[config.mk]
export PLATFORM = sky130hd
export DESIGN_NAME = enc_event_fifo_flat
export DESIGN_NICKNAME = d
export VERILOG_FILES = /design/src/rtl/enc_pkg.sv /design/src/rtl/enc_event_fifo_if.sv /design/src/rtl/enc_evt_detect.sv /design/src/rtl/enc_event_fifo.sv /design/src/flat_wrapper.sv
export SDC_FILE = /design/constraint.sdc
export NUM_CORES = 1
export LEC_CHECK = 0
export ABC_AREA = 1
export BUFFER_PORTS_ARGS = -buffer_cell sky130_fd_sc_hd__buf_2
export CAP_MARGIN = 5
export CORE_ASPECT_RATIO = 1.5
export CORE_MARGIN = 5
export CORE_UTILIZATION = 55
export CTS_CLUSTER_SIZE = 8
export DETAILED_ROUTE_END_ITERATION = 8
export GPL_TIMING_DRIVEN = 0
export HOLD_SLACK_MARGIN = 0.03
export MAX_ROUTING_LAYER = met4
export PLACE_DENSITY_LB_ADDON = 0.05
export SETUP_SLACK_MARGIN = 0.2
export SLEW_MARGIN = 20
export SYNTH_ARGS = -nofsm -noshare
export SYNTH_HDL_FRONTEND = slang
export SYNTH_SLANG_ARGS = --single-unit
[constraint.sdc]
create_clock -name clk -period 4.8 [get_ports clk]
set_input_delay 0.96 -clock clk [delete_from_list [all_inputs] [get_ports clk]]
set_output_delay 0.96 -clock clk [all_outputs]
set_load 0.01 [all_outputs]
[src/rtl/enc_pkg.sv]
// Shared widths and helpers for the encoder event FIFO slice.
package enc_pkg;

    localparam int CODE_W    = 3;
    localparam int DEPTH_DEF = 8;
    localparam int CNT_W     = 8;

    function automatic int clog2(input int value);
        int r;
        r = 0;
        while ((1 << r) < value) r++;
        return r;
    endfunction

endpackage

[src/rtl/enc_event_fifo_if.sv]
// Head-of-FIFO valid/ready handshake between the event FIFO and its consumer.
interface enc_event_fifo_if #(parameter int W = enc_pkg::CODE_W);

    logic [W-1:0] out_code;
    logic         out_valid;
    logic         out_ready;

    modport master (output out_code, output out_valid, input out_ready);
    modport slave  (input out_code, input out_valid, output out_ready);

endinterface

[src/rtl/enc_evt_detect.sv]
// Turns the encoder's code/valid stream into one-cycle registered event pulses.
module enc_evt_detect
    import enc_pkg::*;
#(
    parameter int W = CODE_W
) (
    input  logic         clk,
    input  logic         rst,
    input  logic         i_en,
    input  logic [W-1:0] i_code,
    input  logic         i_v,
    output logic         o_evt,
    output logic [W-1:0] o_code
);

    logic         r_prev_v;
    logic [W-1:0] r_prev_code;
    logic         r_evt;
    logic [W-1:0] r_code;
    logic         w_evt;

    // History tracks the encoder even while capture is disabled, so a held code never re-fires.
    assign w_evt = i_en & i_v & (~r_prev_v | (i_code != r_prev_code));

    always_ff @(posedge clk or posedge rst) begin
        if (rst) begin
            r_prev_v    <= 1'b0;
            r_prev_code <= '0;
            r_evt       <= 1'b0;
            r_code      <= '0;
        end else begin
            r_prev_v    <= i_v;
            r_prev_code <= i_code;
            r_evt       <= w_evt;
            r_code      <= i_code;
        end
    end

    assign o_evt  = r_evt;
    assign o_code = r_code;

endmodule

[src/rtl/enc_event_fifo.sv]
// Event FIFO behind the 8x3 encoder: stores detected code events, drains over valid/ready, counts drops.
module enc_event_fifo
    import enc_pkg::*;
#(
    parameter int DEPTH = DEPTH_DEF
) (
    input  logic                      clk,
    input  logic                      rst,
    input  logic                      en,
    input  logic [CODE_W-1:0]         code_in,
    input  logic                      code_v,
    enc_event_fifo_if.master          ob,
    output logic [clog2(DEPTH):0]     count,
    output logic                      full,
    output logic                      empty,
    output logic                      overflow,
    output logic [CNT_W-1:0]          drop_cnt,
    input  logic                      clr_ovf
);

    localparam int AW = clog2(DEPTH);

    logic [CODE_W-1:0] r_mem [DEPTH];
    logic [AW-1:0]     r_wr;
    logic [AW-1:0]     r_rd;
    logic [AW:0]       r_count;
    logic              r_ovf;
    logic [CNT_W-1:0]  r_drop;

    logic              w_evt;
    logic [CODE_W-1:0] w_evt_code;
    logic              w_full;
    logic              w_empty;
    logic              w_pop;
    logic              w_push;
    logic              w_drop;

    enc_evt_detect #(.W(CODE_W)) u_detect (
        .clk    (clk),
        .rst    (rst),
        .i_en   (en),
        .i_code (code_in),
        .i_v    (code_v),
        .o_evt  (w_evt),
        .o_code (w_evt_code)
    );

    assign w_full  = (r_count == (AW+1)'(DEPTH));
    assign w_empty = (r_count == '0);
    assign w_pop   = ~w_empty & ob.out_ready;
    // A pop frees the head slot in the same edge, so a full FIFO can still accept.
    assign w_push  = w_evt & (~w_full | w_pop);
    assign w_drop  = w_evt & w_full & ~w_pop;

    always_ff @(posedge clk or posedge rst) begin
        if (rst) begin
            for (int i = 0; i < DEPTH; i++) r_mem[i] <= '0;
            r_wr    <= '0;
            r_rd    <= '0;
            r_count <= '0;
        end else begin
            if (w_push) begin
                r_mem[r_wr] <= w_evt_code;
                r_wr        <= r_wr + AW'(1);
            end
            if (w_pop) r_rd <= r_rd + AW'(1);
            case ({w_push, w_pop})
                2'b10:   r_count <= r_count + (AW+1)'(1);
                2'b01:   r_count <= r_count - (AW+1)'(1);
                default: r_count <= r_count;
            endcase
        end
    end

    // A drop in the same cycle as a clear restarts the tally at one.
    always_ff @(posedge clk or posedge rst) begin
        if (rst) begin
            r_ovf  <= 1'b0;
            r_drop <= '0;
        end else if (w_drop) begin
            r_ovf <= 1'b1;
            if (clr_ovf)
                r_drop <= CNT_W'(1);
            else if (r_drop != '1)
                r_drop <= r_drop + CNT_W'(1);
        end else if (clr_ovf) begin
            r_ovf  <= 1'b0;
            r_drop <= '0;
        end
    end

    assign ob.out_valid = ~w_empty;
    assign ob.out_code  = r_mem[r_rd];
    assign count        = r_count;
    assign full         = w_full;
    assign empty        = w_empty;
    assign overflow     = r_ovf;
    assign drop_cnt     = r_drop;

endmodule

[src/flat_wrapper.sv]
// flat-port wrapper written by rule: the top's interface ports become plain ports
module enc_event_fifo_flat import enc_pkg::*;
#(
    parameter int DEPTH = DEPTH_DEF
)
  (clk, rst, en, code_in, code_v, count, full, empty, overflow, drop_cnt, clr_ovf, ob_out_code, ob_out_valid, ob_out_ready);
  enc_event_fifo_if ob_i ();
  input  logic clk;
  input  logic rst;
  input  logic en;
  input  logic [CODE_W-1:0] code_in;
  input  logic code_v;
  output logic [clog2(DEPTH):0] count;
  output logic full;
  output logic empty;
  output logic overflow;
  output logic [CNT_W-1:0] drop_cnt;
  input  logic clr_ovf;
  output wire logic [$bits(ob_i.out_code)-1:0] ob_out_code;
  output wire logic [$bits(ob_i.out_valid)-1:0] ob_out_valid;
  input wire logic [$bits(ob_i.out_ready)-1:0] ob_out_ready;
  assign ob_out_code = ob_i.out_code;
  assign ob_out_valid = ob_i.out_valid;
  assign ob_i.out_ready = ob_out_ready;
  enc_event_fifo #(.DEPTH(DEPTH)) u_core (.clk(clk), .rst(rst), .en(en), .code_in(code_in), .code_v(code_v), .ob(ob_i), .count(count), .full(full), .empty(empty), .overflow(overflow), .drop_cnt(drop_cnt), .clr_ovf(clr_ovf));
endmodule
==> out/metrics.yaml, run 1 <==
logic_synthesis:
  synth-edff-count: 0
  async_flop_share: 1.000
  yosysSeqAreaShare: 0.4841
  synth_top_cells_by_area: "dfrtp_1 48%, nand2_1 14%, nor2_1 5.6%"
  synthCells: 304
  post_synth.cell_area_avg_um2: 8.162
  syn_nets: 319
  syn-cell-area_um2: 2481
  synth.largest_area_cell: "dfrtp_1"
  synth_top_area_share: 0.4841
  ys_warn_count: 0
  synth.most_common_cell: "nand2_1"
  synth_commonest_cells: "90 x nand2_1, 48 x dfrtp_1, 37 x nor2_1"
  ys_ff_latch: 48
  synth_flop_cell: "dfrtp_1"
  ys_types: 29
placement:
  gp_congestion: 0.8142
  dp_hpwl_mm: 3.651
  port-buffer-count: 27
  place_area_um2: 2696
detailed_routing:
  viasPerCell: 5.261
  routed-via-count: 2036
  first_iter_violations: 89
  wire_per_inst_um: 12.55
  drc: 0
  routed_wirelength_mm: 4.856
  drtAntennaViolNets: 0
  firstDrtPassIters: 4
sta:
  clock.fmax_ghz: 0.3566
  slew_headroom: 0.6506
  tightest_slew_ps: 523.3
  final.period_utilization: 0.5843
  min_period_ps: 2804
  slew_violations: 0
  whs_ps: 469.4
  finalSetupViolCount: 0
  tns_ps: 0
  finalHoldViolCount: 0
  rsz0062_at_grt: "no"
  skew_ps: 7.022
critical_path:
  crit_top_cell: "nand2_1"
  slowest_delay_ps: 440
  path_class: "flip-flop to output pin"
  crit_path_end_kind: "output pin"
  cp_data_arrival_time_ps: 1840
  worstPathRequired_ps: 3840
  rr_worst_depth: 11
  path_max_fanout: 10
  slowest_stage: "dfrtp_1"
  cp-start-kind: "flip-flop"
  crit_chain: "inv_1 -> clkbuf_1 -> nor2_1 -> o21ai_0 -> nand2_1 -> nand2_1 -> buf_2"
final_layout:
  fin_area_um2: 2778
  seqCellArea_um2: 1201
  antennaDiodeCount: 0
  n_fill_cell: 417
  drive_gt1_frac: 0.1652
  nNetsFinal: 354
  multi_input_area_um2: 1170
  syn_to_final_growth_pct: 11.95
die:
  dieArea_um2: 5982
  core_area_um2: 4467
  ioPinCount: 28
  die_y_um: 92.26
  row_count: 30
  start_util: 0.5555
  die_x_um: 64.84
worst_hold_path:
  min_path_cells: 2
  hold_class: "flip-flop to flip-flop"
cts:
  post_cts_buffers: 0
  htree_levels: 2
  clkSlewWorstSetupHoldPaths_ps: 80
  clock_path_buffers: 2
  ctsHoldBuffers: 0
  clock-sinks: 48
  numCtsBuffers: 5
  insertion_delay_ps: 300
  cts_resized: 0
  cts_root_buf: "clkbuf_8"
  tritoncts: "done"
pwr:
  switching_share: 0.4133
  clock_power_share: 0.154
  switchingPower_mw: 0.6129
  p_int_mw: 0.8701
  p_comb_frac: 0.405
  ir_drop_uv: 297.7
  p_seq_frac: 0.441
  power.leakage_nw: 1.505
  p_per_area_nw_per_um2: 533.9
global_route:
  grt_max_degree: 26
  grt_first_pass_wirelength_mm: 8.535
  grt_pass1_vias: 1974
  overflow: 0
  grt_util_all_layers: 0.1889
  antenna_found_initial: 0
job:
  maxCapViolations: 0
outcome:
  status: "completed"
through the flow:
step | worst slack [ps] | total power, mW | instances | utilization
floorplan | 2483 | 1.091 | 304 | -
global placement | 2075 | 1.250 | 379 | 0.5992
detailed placement | 2189 | 1.265 | 380 | 0.6036
CTS | 2013 | 1.498 | 387 | 0.6218
global route | 1842 | 1.632 | 387 | 0.6218
finish | 1996 | 1.483 | 387 | 0.6218
critical path: cells and delay by family, from the launching register on:
family                 cells  cell delay, ps
DFF                        1             440
and+or+nand+nor            3             230
AOI/OAI and AO/OA          1             220
buffers and inverters      3             670
area by class of cell:
type                       instances  share of cell area
buffer                             4            0.005856
clock buffer                       5             0.02477
clock inverter                     2            0.004505
inverter                          25             0.03378
multi-input combinational        227              0.4212
sequential                        48              0.4324
tap                               48             0.02162
timing repair buffer              28             0.05586
power groups by stage:
stage	Clock, mW	Sequential [mW]	Combinational (mW)
after global placement	0	0.658	0.592
after CTS	0.238	0.654	0.607
after detailed placement	0	0.661	0.604
final	0.229	0.654	0.600
after global routing	0.258	0.676	0.698
after floorplan	0	0.644	0.448
worst paths after layout:
| kind | from | endpoint | slack, ps |
|---|---|---|---|
| max | u_core.r_rd[0] | ob_out_code[1] | 2000 |
| min | u_core.r_mem[5] | u_core.r_mem[5] | 470 |
| max reg2reg | u_core.count[1] | u_core.count[2] | 2680 |
| min reg2reg | u_core.r_mem[5] | u_core.r_mem[5] | 470 |
| max in group asynchronous | rst | u_core.r_mem[8] | 3610 |
| min in group asynchronous | rst | u_core.r_wr[0] | 690 |
cell usage in the layout (no fill, tap or decap), types with 4 or more instances in the layout:
| master | count |
|---|---|
| nand2_1 | 90 |
| a21oi_1 | 6 |
| xnor2_1 | 4 |
| inv_1 | 23 |
| buf_2 | 28 |
| dfrtp_1 | 48 |
| ha_1 | 6 |
| clkbuf_8 | 5 |
| o21ai_1 | 15 |
| o21ai_0 | 21 |
| nor2_1 | 37 |
| nand3_1 | 17 |
| xor2_1 | 5 |
| nand2_4 | 5 |
| nand2_2 | 4 |
metal layers:
layer | wire length (um) | global-route usage | share of wire
met4 | 134 | 0.08466 | 0.028
met5 | 0 | - | 0
met3 | 158 | 0.04167 | 0.033
met1 | 2136 | 0.2090 | 0.44
met2 | 2426 | 0.3202 | 0.50
registers in the layout (all words and copies together) (netlist names):
register                     cells
u_core.r_wr                      3
u_core.overflow                  1
u_core.r_rd                      3
u_core.u_detect.r_prev_code      3
u_core.u_detect.o_evt            1
u_core.drop_cnt                  8
u_core.u_detect.r_prev_v         1
u_core.count                     4
u_core.r_mem                    24
kinds of logic (layout without fill, tap and decap cells):
logic type               after synthesis  count (layout)  share of synthesized area
AND/OR/NAND/NOR                      166             166                     0.3111
XOR/XNOR                               9               9                    0.03177
adder cells (fa/ha/maj)                6               6                    0.03026
AO/OA/AOI/OAI                         46              46                    0.09834
buffers and inverters                 29              64                    0.04437
flip-flops                            48              48                     0.4841
(Power assumes the default switching activity.)
==> inputs of run 2 (changes only) <==
- CORE_UTILIZATION: 55 -> 52
- clock period: 4.8 -> 2.3 ns (I/O delays scaled with it)
==> run 2 against run 1 <==
Against the previous run: first-iteration DRC count rose by 74%; clock-buffer cell count up 1; routed wire length rose by 3.7%; final cell count rose by 5.7%; critical path type is now flip-flop to flip-flop; core utilization is 1.5 points higher; worst hold slack got worse by 360 ps; sequential power up 110%; combinational power up 130%; highest routed layer unchanged; clock skew decreased by 2.1 ps; register-to-register slack worse by 2400 ps; worst setup slack got worse by 1700 ps.
==> out/metrics.yaml, run 2 (synthesis gave the netlist of run 1 again) <==
die:
  ioPinCount: 28
  die_x_um: 66.40
  core_area_um2: 4579
  start_util: 0.5418
  row_count: 30
  dieArea_um2: 6281
  die_y_um: 94.60
pwr:
  p_per_area_nw_per_um2: 1169
  p_comb_frac: 0.411
  totalPowerFinal_mw: 3.409
  switching_share: 0.3945
  power.leakage_nw: 1.558
  p_seq_frac: 0.400
  ir_drop_uv: 893.9
  clock_power_share: 0.189
  p_int_mw: 2.064
  switchingPower_mw: 1.345
critical_path:
  path_class: "flip-flop to flip-flop"
  r2r_setup_slack_ps: 300
  cp_data_arrival_time_ps: 2220
  crit_path_end_kind: "flip-flop"
  cp-start-kind: "flip-flop"
  worstPathRequired_ps: 2520
  path_max_fanout: 5
placement:
  port-buffer-count: 27
  gp_congestion: 0.8049
  dp_slack_ps: 180.5
  dp_hpwl_mm: 3.684
global_route:
  antenna_found_initial: 0
  grt_util_all_layers: 0.1846
  grt_max_degree: 35
  overflow: 0
  grt_pass1_vias: 1909
  grt_first_pass_wirelength_mm: 8.707
final_layout:
  seqCellArea_um2: 1206
  layout_common_cells: "89 x nand2_1, 44 x dfrtp_1, 36 x nor2_1"
  final_common_cell: "nand2_1"
  largest_register_ffs: 24
  top_register: "u_core.r_mem"
  syn_to_final_growth_pct: 17.55
  antennaDiodeCount: 0
  n_fill_cell: 437
  drive_gt1_frac: 0.2203
  multi_input_area_um2: 1191
  nNetsFinal: 359
sta:
  clock.fmax_ghz: 0.5010
  min_period_ps: 1996
  finalSetupViolCount: 0
  tns_ps: 0
  slew_violations: 0
  final.period_utilization: 0.8679
  skew_ps: 4.919
  finalHoldViolCount: 0
  tightest_slew_ps: 426.3
  setup_slack_ps: 303.8
  rsz0062_at_grt: "yes"
  slew_headroom: 0.7148
cts:
  clock_path_buffers: 2
  ctsHoldBuffers: 0
  insertion_delay_ps: 300
  numCtsBuffers: 5
  cts_root_buf: "clkbuf_8"
  tritoncts: "done"
  clkSlewWorstSetupHoldPaths_ps: 90
  htree_levels: 2
  clock-sinks: 48
detailed_routing:
  firstDrtPassIters: 4
  wire_per_inst_um: 12.32
  first_iter_violations: 155
  viasPerCell: 5.015
  routed_wirelength_mm: 5.038
  drc: 0
  routed-via-count: 2051
  drtAntennaViolNets: 0
job:
  maxCapViolations: 0
outcome:
  status: "completed"
worst_hold_path:
  hold_class: "primary input to asynchronous set/reset pin"
[run 2: path summary, 6_finish.rpt]
check                                    startpoint                       end  depth (start not counted)
setup reg to reg                    u_core.count[1]           u_core.count[2]                         12
max in group asynchronous                       rst            u_core.r_rd[0]                          3
hold / removal                                  rst           u_core.count[2]                          2
hold reg to reg            u_core.u_detect.r_prev_v     u_core.u_detect.o_evt                          1
setup / recovery                    u_core.count[1]           u_core.count[2]                         12
min in group clk                             code_v  u_core.u_detect.r_prev_v                          1
[run 2: power groups by stage]
stage	clock [mW]	sequential (mW)	combinational, mW
after floorplan	0	1.34	0.934
after global placement	0	1.37	1.24
after detailed placement	0	1.38	1.27
after CTS	0.662	1.37	1.29
after global routing	0.698	1.41	1.61
final	0.646	1.36	1.40
[run 2: timing repair]
action | 4_1_cts | 5_1_grt
resized for setup | 6 | 20
pin swaps | 0 | 1
endpoints found under the hold margin | 0 | 0
setup buffers | 0 | 5
setup endpoints to repair | 4 | 6
[run 2: area by class of cell]
class / instances / area share
Clock inverter: 2 / 0.01330
Timing Repair Buffer: 33 / 0.06607
Buffer: 4 / 0.01073
Multi-Input combinational cell: 227 / 0.4084
Inverter: 25 / 0.03218
Sequential cell: 48 / 0.4136
Tap cell: 64 / 0.02746
Clock buffer: 6 / 0.02831
[run 2: metal layers]
layer,track usage,vias up,part of all wire
met5,-,-,0
met4,0.06102,0,0.017
met3,0.03810,7,0.041
met2,0.3082,35,0.51
met1,0.2203,953,0.44
li1,-,1056,-
[run 2: per-stage QoR]
step | util | area, um2 | std cells | hold slack [ps]
after floorplan | - | 2481 | 304 | 436.7
after global placement | 0.5888 | 2696 | 395 | 448.9
after detailed placement | 0.5932 | 2716 | 396 | 444.4
after CTS | 0.6224 | 2850 | 404 | 108.0
after global routing | 0.6369 | 2917 | 409 | 122.7
final | 0.6369 | 2917 | 409 | 107.7
[run 2: worst max-delay path, stage by stage, from the launching register on]
cell and delay (ps):
dfrtp_2 460, nor2_4 170, nand3_2 110, nand2_2 90, inv_1 90, ha_1 230
nand2_1 70, inv_1 50, nor2_2 110, ha_2 190, a21oi_2 40, xor2_1 150
o21ai_0 150
==> inputs of run 3 (changes only) <==
- CORE_MARGIN: 5 -> not set
- RECOVER_POWER: not set -> 50
- SLEW_MARGIN: 20 -> 10
==> run 3 against run 2 <==
Against the previous run: combinational power down 4%; routed wire length is 2.6% higher; cell area shrank 1.6%; largest power group is now sequential cells; critical endpoint is now ob_out_code[1]; die area shrank 19%; clock-buffer cell count unchanged; global-route usage up 4.0 points; clock power down 7.0%; register-to-register slack improved by 60 ps.
==> out/metrics.yaml, run 3 (synthesis gave the netlist of run 1 again) <==
outcome:
  status: "completed"
final_layout:
  layout_common_cells: "90 x nand2_1, 44 x dfrtp_1, 37 x nor2_1"
  syn_to_final_growth_pct: 15.63
  nNetsFinal: 360
  antennaDiodeCount: 0
  drive_gt1_frac: 0.1936
  top_register: "u_core.r_mem"
  largest_register_ffs: 24
  stdcell_count: 410
  final_common_cell: "nand2_1"
sta:
  slew_headroom: 0.4033
  slew_violations: 0
  finalSetupViolCount: 0
  min_period_ps: 2011
  final.period_utilization: 0.8743
  tns_ps: 0
  rsz0062_at_grt: "yes"
  finalHoldViolCount: 0
  skew_ps: 7.653
  clock.fmax_ghz: 0.4973
  tightest_slew_ps: 895.0
  setup_slack_ps: 289.1
detailed_routing:
  drc: 0
  viasPerCell: 5.056
  routed-via-count: 2073
  drtAntennaViolNets: 0
  first_iter_violations: 86
  routed_wirelength_mm: 5.170
  wire_per_inst_um: 12.61
  firstDrtPassIters: 4
placement:
  dp_hpwl_mm: 3.673
  dp_slack_ps: 189.2
  placed_cells: 396
  port-buffer-count: 27
  gp_congestion: 0.8656
pwr:
  power.leakage_nw: 1.537
  ir_drop_uv: 724.1
  p_per_area_nw_per_um2: 1160
global_route:
  grt_max_degree: 38
  overflow: 0
  grt_util_all_layers: 0.2247
  grt_first_pass_wirelength_mm: 8.438
  antenna_found_initial: 0
  grt_pass1_vias: 1934
critical_path:
  cp_data_arrival_time_ps: 1550
  cp-start-kind: "flip-flop"
  path_class: "flip-flop to output pin"
  path_max_fanout: 10
  worstPathRequired_ps: 1840
  crit_path_end_kind: "output pin"
cts:
  insertion_delay_ps: 300
  clock-sinks: 48
  numCtsBuffers: 5
  cts_root_buf: "clkbuf_8"
  ctsHoldBuffers: 0
  tritoncts: "done"
  clkSlewWorstSetupHoldPaths_ps: 90
  clock_path_buffers: 2
  htree_levels: 2
die:
  start_util: 0.5463
  core_area_um2: 4542
  dieArea_um2: 5057
  die_y_um: 86.60
  ioPinCount: 28
  row_count: 30
  die_x_um: 58.40
worst_hold_path:
  hold_class: "primary input to asynchronous set/reset pin"
job:
  maxCapViolations: 0
## run 3: cell types whose count changed in the layout (fill, tap and decap cells not counted), sizes merged
cell,delta
clkbuf,+4
buf,-3
## run 3: worst max-delay path, cell delays in order (launching register included)
cell and delay [ps]:
dfrtp_1 430, clkbuf_2 260, o21ai_0 110, o21ai_0 200, nand2_1 70, nand2_1 60, buf_2 120
## run 3: power breakdown
| part | switching [mW] | internal [mW] | total (mW) |
|---|---|---|---|
| logic | 0.802 | 0.552 | 1.35 |
| registers | 0.235 | 1.14 | 1.37 |
| clock network | 0.278 | 0.323 | 0.601 |
| total | 1.32 | 2.01 | 3.33 |
## run 3: worst paths after layout
check	slack (ps)	from	cells after the start	to
setup / recovery	290	u_core.r_rd[1]	6	ob_out_code[1]
hold / removal	150	rst	2	u_core.r_wr[1]
hold reg to reg	470	u_core.r_mem[20]	2	u_core.r_mem[20]
max in group asynchronous	880	rst	3	u_core.r_rd[0]
setup reg to reg	360	u_core.count[1]	11	u_core.count[2]
min in group clk	270	code_v	1	u_core.u_detect.r_prev_v
## run 3: layout make-up
type / count / area [um2]
flip-flops and latches: 48 / 1206
plain buffers: 4 / 28.78
repair buffers: 34 / 181.4
well taps: 64 / 80.08
clock inverters: 2 / 35.03
fillers: 432 / 1673
clock buffers: 6 / 72.57
multi-input cells: 227 / 1171
inverters: 25 / 93.84
## run 3: through the flow
step | total power, mW | hold WS, ps | utilization | cell area [um2]
after global placement | 2.607 | 448.9 | 0.5937 | 2696
final | 3.328 | 149.9 | 0.6317 | 2869
after global routing | 3.602 | 206.9 | 0.6317 | 2869
after CTS | 3.262 | 90.51 | 0.6242 | 2835
after detailed placement | 2.635 | 419.0 | 0.5981 | 2716
after floorplan | 2.277 | 436.7 | - | 2481
## run 3: repair_timing
action                                  CTS  global route
pin swaps                                 0             1
resized for setup                         6            15
buffers inserted                          0             6
endpoints found under the setup margin    4             4
## run 3: layer usage
metal	GRT usage	part of all wire	up-vias
li1	-	-	1064
met4	0.08874	0.0099	0
met1	0.2589	0.44	977
met2	0.3845	0.53	27
met5	-	0	-
met3	0.03731	0.019	5
